$ cat src/rtl/alu_arbiter.sv
// alu_arbiter
//
// Lets two requesters share one single-cycle ALU. Requester 0 is the main
// datapath side-path and requester 1 is a multi-cycle helper (for example a
// multiply/divide sequencer). A round-robin arbiter picks one request and
// captures its opcode and operands. The captured operation drives the shared
// ALU for exactly one cycle. The registered result is then returned to the
// owner with a one-cycle valid pulse. Control codes the ALU does not implement
// never reach the ALU. They come back as an error response instead.
//
// Sequence: IDLE -> EXEC (grant pulse, ALU driven) -> RESP (response pulse,
// arbitration runs again) -> EXEC or IDLE. A requester that holds its request
// gets one operation every two cycles.
//
// Ports
//   clk                  rising-edge clock
//   reset                asynchronous, active-high; clears all state
//   req0 / req1          request, held high until the matching grant
//   op0 / op1            4-bit ALU control code of the request
//   a0, b0 / a1, b1      operands of the request
//   gnt0 / gnt1          one-cycle pulse: request captured, inputs may change
//   alu_ctrl             control code to the shared ALU
//   alu_a, alu_b         operands to the shared ALU
//   alu_result           combinational result from the shared ALU
//   alu_zero             zero flag from the shared ALU
//   rsp_valid0 / 1       one-cycle response pulse to the owner
//   rsp_data             registered result, shared by both requesters
//   rsp_zero             registered zero flag
//   rsp_err              qualifies rsp_valid: request carried an illegal code

module alu_arbiter #(
  parameter int WIDTH = 32
) (
  input  logic             clk,
  input  logic             reset,
  input  logic             req0,
  input  logic [3:0]       op0,
  input  logic [WIDTH-1:0] a0,
  input  logic [WIDTH-1:0] b0,
  input  logic             req1,
  input  logic [3:0]       op1,
  input  logic [WIDTH-1:0] a1,
  input  logic [WIDTH-1:0] b1,
  output logic             gnt0,
  output logic             gnt1,
  output logic [3:0]       alu_ctrl,
  output logic [WIDTH-1:0] alu_a,
  output logic [WIDTH-1:0] alu_b,
  input  logic [WIDTH-1:0] alu_result,
  input  logic             alu_zero,
  output logic             rsp_valid0,
  output logic             rsp_valid1,
  output logic [WIDTH-1:0] rsp_data,
  output logic             rsp_zero,
  output logic             rsp_err
);

  // When no operation is executing, the ALU sees an add of zero and zero.
  localparam logic [3:0] IDLE_CTRL = 4'b0010;

  typedef enum logic [1:0] {
    IDLE = 2'd0,
    EXEC = 2'd1,
    RESP = 2'd2
  } state_t;

  state_t state;

  // Round-robin pointer: the requester that was granted last.
  logic last;
  // Owner of the operation in flight.
  logic owner;
  // The captured code was illegal.
  logic illegal;

  // Combinational arbitration result. It is only acted on in IDLE and RESP.
  logic             win_valid;
  logic             win_sel;
  logic [3:0]       win_op;
  logic [WIDTH-1:0] win_a;
  logic [WIDTH-1:0] win_b;
  logic             win_legal;

  // Control codes implemented by the shared ALU.
  function automatic logic is_legal(input logic [3:0] code);
    case (code)
      4'b0000, 4'b0001, 4'b0010, 4'b0100,
      4'b0110, 4'b1010, 4'b1011, 4'b1101: is_legal = 1'b1;
      default:                            is_legal = 1'b0;
    endcase
  endfunction

  // A single request wins outright. On a tie, the requester that was not
  // granted last wins, so a continuously requesting peer cannot starve the
  // other requester.
  always_comb begin
    win_valid = req0 | req1;
    win_sel   = 1'b0;
    if (req0 && req1) begin
      win_sel = ~last;
    end else if (req1) begin
      win_sel = 1'b1;
    end
    win_op    = win_sel ? op1 : op0;
    win_a     = win_sel ? a1  : a0;
    win_b     = win_sel ? b1  : b0;
    win_legal = is_legal(win_op);
  end

  // The control FSM and all outputs live in this block.
  // The outputs for EXEC are loaded on the edge that enters EXEC. Because
  // they are registered, the grant, the ALU drive and the later response
  // each appear for exactly one cycle without decode glitches.
  // An illegal code loads the idle ALU values, so the shared ALU never
  // sees that code.
  // rsp_data, rsp_zero and rsp_err change only when an EXEC cycle
  // completes. They hold their value through RESP and IDLE.
  always_ff @(posedge clk or posedge reset) begin
    if (reset) begin
      state      <= IDLE;
      last       <= 1'b1;
      owner      <= 1'b0;
      illegal    <= 1'b0;
      gnt0       <= 1'b0;
      gnt1       <= 1'b0;
      alu_ctrl   <= IDLE_CTRL;
      alu_a      <= '0;
      alu_b      <= '0;
      rsp_valid0 <= 1'b0;
      rsp_valid1 <= 1'b0;
      rsp_data   <= '0;
      rsp_zero   <= 1'b0;
      rsp_err    <= 1'b0;
    end else begin
      case (state)
        IDLE, RESP: begin
          rsp_valid0 <= 1'b0;
          rsp_valid1 <= 1'b0;
          if (win_valid) begin
            state   <= EXEC;
            owner   <= win_sel;
            last    <= win_sel;
            illegal <= ~win_legal;
            gnt0    <= ~win_sel;
            gnt1    <= win_sel;
            if (win_legal) begin
              alu_ctrl <= win_op;
              alu_a    <= win_a;
              alu_b    <= win_b;
            end else begin
              alu_ctrl <= IDLE_CTRL;
              alu_a    <= '0;
              alu_b    <= '0;
            end
          end else begin
            state <= IDLE;
          end
        end

        EXEC: begin
          state      <= RESP;
          gnt0       <= 1'b0;
          gnt1       <= 1'b0;
          alu_ctrl   <= IDLE_CTRL;
          alu_a      <= '0;
          alu_b      <= '0;
          rsp_valid0 <= ~owner;
          rsp_valid1 <= owner;
          if (illegal) begin
            rsp_data <= '0;
            rsp_zero <= 1'b0;
            rsp_err  <= 1'b1;
          end else begin
            rsp_data <= alu_result;
            rsp_zero <= alu_zero;
            rsp_err  <= 1'b0;
          end
        end

        default: begin
          state      <= IDLE;
          gnt0       <= 1'b0;
          gnt1       <= 1'b0;
          alu_ctrl   <= IDLE_CTRL;
          alu_a      <= '0;
          alu_b      <= '0;
          rsp_valid0 <= 1'b0;
          rsp_valid1 <= 1'b0;
        end
      endcase
    end
  end

endmodule

$ cat config.mk
export PLATFORM = sky130hd
export DESIGN_NAME = alu_arbiter
export DESIGN_NICKNAME = d
export VERILOG_FILES = /design/src/rtl/alu_arbiter.sv
export SDC_FILE = /design/constraint.sdc
export NUM_CORES = 1
export LEC_CHECK = 0
export BUFFER_PORTS_ARGS = -buffer_cell sky130_fd_sc_hd__buf_2
export CAP_MARGIN = 20
export CORE_AREA = 5 5 111 113
export DETAILED_ROUTE_END_ITERATION = 8
export DIE_AREA = 0 0 116 118
export PLACE_DENSITY_LB_ADDON = 0.3
export SLEW_MARGIN = 20
export SYNTH_ARGS = -nofsm -noshare
export SYNTH_HDL_FRONTEND = slang
export SYNTH_SLANG_ARGS = --single-unit
$ cat constraint.sdc
create_clock -name clk -period 3.95 [get_ports clk]
set_input_delay 0.395 -clock clk [delete_from_list [all_inputs] [get_ports clk]]
set_output_delay 0.395 -clock clk [all_outputs]
set_load 0.02 [all_outputs]
==> flow_summary.yaml, run 1 <==
outcome:
  status: "completed"
route:
  detail_route.first_pass.iterations: 4
  drt_iter0_drc: 334
  ant_nets: 0
  post_drt_wl_per_cell_um: 17.1
  total_via_count_after_detailed_routing: 4230
  viasPerCell: 5.10
  detail_route.drc_violations: 0
  drt-total-wl_mm: 14.2
cts:
  cts_post_setup_buffers_inserted: 0
  ctsHoldBuffers: 0
  root_buffer: "sky130_fd_sc_hd__clkbuf_16"
  worst_setup_hold_path_clk_slew_ns: 0.07
  tritoncts_num_sinks: 111
  post_cts_resize_count: 0
  cts_tree: "done"
  insertion_delay_ns: 0.34
  tritoncts_buffer_count: 9
  cts_max_path_buffers: 2
  number_of_levels_in_the_clock_h_tree: 3
worst_setup_path:
  end_kind: "flop"
  worstPathRequired_ns: 4.22
  critical_path.cell_chain: "a21boi_2, nand2b_2, nor2b_4, buf_4, a221o_1"
  critical_path.slowest_cell: "sky130_fd_sc_hd__dfstp_2"
  worst_reg2reg_path_startpoint: "last"
  crit_start: "last"
  cpLargestDelayFamily: "flip-flops"
  crit_path_class: "flop to flop"
  max_stage_delay_ns: 0.56
  critical_r2r_capture: "alu_b[15]"
  timing.reg2reg.worst_path_depth: 5
  crit_path_max_fanout: 55
  launching_element_type_of_the_critical_path: "flop"
  critical_path_buf_inv_count: 1
  critical_path_arrival_ns: 2.36
  reg2reg_setup_slack_ns: 1.86
placement:
  post-place-ws_ns: 1.48
  detailedPlacementHpwl_mm: 10.7
  portBuffers: 278
  final_weighted_congestion_of_routability_driven_global_placement: 0.844
floorplan:
  die_w_um: 116
  fp-row-count: 39
  ios: 279
  die-area_sq_um: 13700
  start_util_pct: 42.5
  design.core.area_sq_um: 11200
  die_height_um: 118
global_routing:
  grt_remaining_overflow: 0
  grtUsageTotal_pct: 20.7
  antenna_violations_before_repair: 1
  via_count_of_the_first_global_routing_pass: 4543
  grt_first_pass_wirelength_mm: 22.5
  pin_count_of_the_biggest_net_entering_global_routing: 71
yosys:
  syn_area_per_cell_sq_um: 11.4
  yosys.cell_types.count: 32
  synthesis.nets: 591
  postSynth.topFlopCell: "sky130_fd_sc_hd__dfrtp_1"
  synth_async_sr_flop_share_pct: 100
  yosys_warnings: 0
  postSynthCellCount: 418
  seq_area_frac_synth_pct: 58.3
  synth_enable_flop_cells: 0
  synth.cell_area_sq_um: 4770
  synth.ff_latch_count: 111
cells_and_area:
  n_fill_cell: 985
  most_common_library_cell_in_the_layout_ignoring_fill_and_taps: "sky130_fd_sc_hd__buf_2"
  antenna_cell_count: 0
  final_net_count: 855
  final_layout_size_suffix_gt1_share_pct: 45.4
  postLayoutCoreUtil_pct: 58.2
  layout_common_cells: "sky130_fd_sc_hd__buf_2, sky130_fd_sc_hd__dfrtp_1, sky130_fd_sc_hd__and2_1, sky130_fd_sc_hd__a221o_1, sky130_fd_sc_hd__nand2_1"
  layout-area-overhead-vs-synth_pct: 37.1
sta:
  rsz0062_at_grt: "no"
  worst_slack_ns: 1.86
  finalWorstPathRequiredPeriod_ns: 2.09
  fin_crit_sh_pct: 53.0
  finalHoldViolations: 0
  finalSetupViolCount: 0
  normalized_max_slew_margin_pct: 45.0
  maxClockFrequency_mhz: 478
  setup_total_negative_slack_ns: 0
  timing.final.max_slew_violations: 0
  maximum_clock_skew_at_final_layout_ns: 0.00908
  worst_slew_pin_slew_ns: 0.825
power_and_ir_drop:
  static-leakage-power_uw: 0.00359
  cellPowerDensity_nw_per_um2: 478
  vdd_ir_drop_max_mv: 0.253
hold_path:
  timing.hold.worst.class: "input port to asynchronous set/reset pin"
run:
  cap_viol_max_count: 0
==> synthesized netlist by cell type (2+ instances only) <==
master	number	area (sq um)
sky130_fd_sc_hd__dfrtp_1	109	2730
sky130_fd_sc_hd__a221o_1	66	661
sky130_fd_sc_hd__and2_1	66	413
sky130_fd_sc_hd__nand2_1	43	161
sky130_fd_sc_hd__nand2b_1	34	213
sky130_fd_sc_hd__o21ai_0	34	170
sky130_fd_sc_hd__clkbuf_1	18	67.6
sky130_fd_sc_hd__inv_1	8	30.0
sky130_fd_sc_hd__buf_2	7	35.0
sky130_fd_sc_hd__buf_6	4	45.0
sky130_fd_sc_hd__buf_1	2	7.51
sky130_fd_sc_hd__dfstp_2	2	52.6
sky130_fd_sc_hd__nand4b_1	2	17.5
sky130_fd_sc_hd__nor2_1	2	7.51
sky130_fd_sc_hd__o211ai_1	2	15.0
sky130_fd_sc_hd__or2_1	2	12.5
sky130_fd_sc_hd__xor2_1	2	17.5
==> registers in the layout, indices dropped and copies added, names as in the netlist, 2 cells and up <==
register / flops
alu_ctrl: 4
state: 2
alu_a: 32
rsp_data: 32
alu_b: 32
==> stage by stage <==
stage | std cells | power [uW] | hold WS [ns] | instance area [sq um]
floorplan | 418 | 1960 | 0.403 | 4770
finish | 830 | 3130 | 0.148 | 6540
detailed placement | 813 | 2330 | 0.424 | 6240
global route | 830 | 3310 | 0.214 | 6540
global placement | 813 | 2310 | 0.415 | 6240
CTS | 829 | 3160 | 0.170 | 6510
==> worst reg2reg max path: cells and delay by family (launching register included) <==
kind	cells	cell delay [ns]
buffers and inverters	1	0.54
flip-flops	1	0.56
AND/OR/NAND/NOR	2	0.53
AO/OA/AOI/OAI	2	0.40
==> kinds of logic (layout without fill, tap and decap cells) <==
logic type	Yosys count	after routing	synth area share, %
AO/OA/AOI/OAI	111	111	19.3
XOR/XNOR	2	2	0.367
buffers and inverters	41	310	4.12
flip-flops	111	111	58.3
AND/OR/NAND/NOR	153	153	17.9
==> final cells by class <==
class | count | area (sq um) | area share (%)
timing repair buffer | 285 | 1460 | 22.3
tap | 143 | 179 | 2.74
multi-input combinational | 266 | 1820 | 27.8
clock inverter | 6 | 37.5 | 0.574
inverter | 9 | 36.3 | 0.555
sequential | 111 | 2780 | 42.5
clock buffer | 10 | 229 | 3.50
==> per-layer routing <==
metal  vias to the layer above  GRT usage [%]  routed length [um]
met5                         -              0                   7
met4                         2           7.69                 313
met3                        25           5.09                1360
met2                       198           34.2                6930
met1                      1987           25.9                5590
li1                       2018              -                   -
==> power breakdown <==
group	internal, uW	leakage [uW]	switching, uW
clock	425	0.000124	397
sequential	1330	0.00146	121
combinational	335	0.00200	521
==> worst max path at each step <==
stage                            to  slack [ns]  cells after the start
after global placement     alu_b[9]        1.54                      6
after CTS                 alu_b[15]        1.58                      7
final                     alu_b[15]        1.86                      5
after floorplan            alu_a[0]        0.63                      1
after detailed placement  alu_b[15]        1.48                      6
after global routing      alu_b[11]        1.73                      5
(Power assumes the default switching activity.)
==> inputs of run 2 (changes only) <==
Clock period 3.95 ns to 2.05 ns, I/O delays scaled along.
==> run 2 against run 1 <==
Via count increased by 1.1%. Sequential power is 88% higher. Critical path type unchanged. Worst hold slack worse by 0.10 ns.
==> flow_summary.yaml, run 2 (synthesis gave the netlist of run 1 again) <==
cts:
  post_cts_resize_count: 0
  worst_setup_hold_path_clk_slew_ns: 0.08
  tritoncts_num_sinks: 111
  root_buffer: "sky130_fd_sc_hd__clkbuf_16"
  cts_tree: "done"
  ctsHoldBuffers: 0
  cts_max_path_buffers: 2
  cts_post_setup_buffers_inserted: 0
  tritoncts_buffer_count: 9
  insertion_delay_ns: 0.34
  number_of_levels_in_the_clock_h_tree: 3
sta:
  maxClockFrequency_mhz: 617
  fin_hold_ws_ns: 0.0486
  maximum_clock_skew_at_final_layout_ns: 0.00794
  finalSetupViolCount: 0
  worst_slew_pin_slew_ns: 0.572
  normalized_max_slew_margin_pct: 61.9
  fin_crit_sh_pct: 79.0
  finalWorstPathRequiredPeriod_ns: 1.62
  rsz0062_at_grt: "no"
  timing.final.max_slew_violations: 0
  finalHoldViolations: 0
  setup_total_negative_slack_ns: 0
worst_setup_path:
  timing.reg2reg.worst_path_depth: 7
  end_kind: "flop"
  critical_path_arrival_ns: 1.89
  end_point_of_the_critical_path: "alu_a[2]"
  crit_path_class: "flop to flop"
  launching_element_type_of_the_critical_path: "flop"
  crit_path_max_fanout: 67
  worst_reg2reg_path_startpoint: "state[0]"
  critical_r2r_capture: "alu_a[2]"
  reg2reg_setup_slack_ns: 0.43
  worstPathRequired_ns: 2.32
  crit_start: "state[0]"
route:
  drt-total-wl_mm: 14.2
  drt_iter0_drc: 249
  viasPerCell: 5.15
  ant_nets: 0
  total_via_count_after_detailed_routing: 4277
  detail_route.drc_violations: 0
  detail_route.first_pass.iterations: 5
  post_drt_wl_per_cell_um: 17.1
power_and_ir_drop:
  clockPowerShare_pct: 26.9
  seq_power_share_pct: 44.9
  static-leakage-power_uw: 0.00360
  combinationalPowerShare_pct: 28.2
  cellPowerDensity_nw_per_um2: 924
  p_int_uw: 4080
  switching_share_pct: 32.8
  vdd_ir_drop_max_mv: 0.446
  power_switching_uw: 2000
cells_and_area:
  most_common_library_cell_in_the_layout_ignoring_fill_and_taps: "sky130_fd_sc_hd__buf_2"
  final_net_count: 854
  layout_common_cells: "sky130_fd_sc_hd__buf_2, sky130_fd_sc_hd__dfrtp_1, sky130_fd_sc_hd__and2_1, sky130_fd_sc_hd__a221o_1, sky130_fd_sc_hd__nand2_1"
  layout-area-overhead-vs-synth_pct: 38.0
  final_layout_size_suffix_gt1_share_pct: 45.0
  largestRegisters: "alu_a: 32 flops, alu_b: 32 flops, rsp_data: 32 flops"
  postLayoutCoreUtil_pct: 58.6
run:
  cap_viol_max_count: 0
floorplan:
  design.core.area_sq_um: 11200
  ios: 279
  die_height_um: 118
  fp-row-count: 39
  die_w_um: 116
  start_util_pct: 42.5
  die-area_sq_um: 13700
global_routing:
  pin_count_of_the_biggest_net_entering_global_routing: 112
  grt_first_pass_wirelength_mm: 22.0
  via_count_of_the_first_global_routing_pass: 4436
  antenna_violations_before_repair: 1
  grt_remaining_overflow: 0
  grtUsageTotal_pct: 20.0
hold_path:
  timing.hold.worst.class: "input port to asynchronous set/reset pin"
placement:
  final_weighted_congestion_of_routability_driven_global_placement: 0.808
  detailedPlacementHpwl_mm: 10.4
  portBuffers: 278
outcome:
  status: "completed"
[run 2: worst min-delay path by stage]
stage | from | endpoint | slack, ns
finish | reset | alu_b[28] | 0.05
global route | a1[28] | alu_a[28] | 0.08
CTS | reset | alu_b[13] | 0.06
detailed placement | owner | rsp_valid0 | 0.41
global placement | owner | rsp_valid0 | 0.41
floorplan | req0 | last | 0.27
[run 2: layout make-up]
type,instances,area (sq um)
timing repair buffer,284,1500
sequential,111,2780
antenna,1,2.50
clock inverter,3,18.8
inverter,9,37.5
fill,944,4640
multi-input combinational,266,1810
clock buffer,13,250
tap,143,179
[run 2: routing by layer]
metal	up-vias	wire length, um	GRT usage (%)
li1	2018	-	-
met1	2013	5540	25.5
met2	219	6940	32.7
met3	27	1360	4.22
met4	0	357	8.27
met5	-	0	0
[run 2: power groups by stage]
stage / Combinational [uW] / Sequential (uW) / Clock (uW)
detailed placement: 1740 / 2770 / 0
CTS: 1740 / 2730 / 1670
global route: 1870 / 2770 / 1750
global placement: 1700 / 2760 / 0
finish: 1710 / 2730 / 1630
floorplan: 578 / 3200 / 0
[run 2: per-stage QoR]
stage / setup slack [ns] / total power (uW) / instance area (sq um) / std cells
2_1_floorplan: 0.503 / 3780 / 4770 / 418
3_3_place_gp: 0.546 / 4460 / 6310 / 813
3_5_place_dp: 0.482 / 4510 / 6310 / 813
4_1_cts: 0.455 / 6140 / 6580 / 829
5_1_grt: 0.321 / 6390 / 6580 / 830
6_report: 0.430 / 6080 / 6580 / 830
[run 2: worst max-delay path, stage by stage (launching register included)]
cell                      delay, ns
sky130_fd_sc_hd__dfrtp_1       0.41
sky130_fd_sc_hd__inv_1         0.11
sky130_fd_sc_hd__o21ai_2       0.07
sky130_fd_sc_hd__inv_2         0.10
sky130_fd_sc_hd__nand2_1       0.15
sky130_fd_sc_hd__nor2b_4       0.16
sky130_fd_sc_hd__buf_12        0.27
sky130_fd_sc_hd__a221o_1       0.23
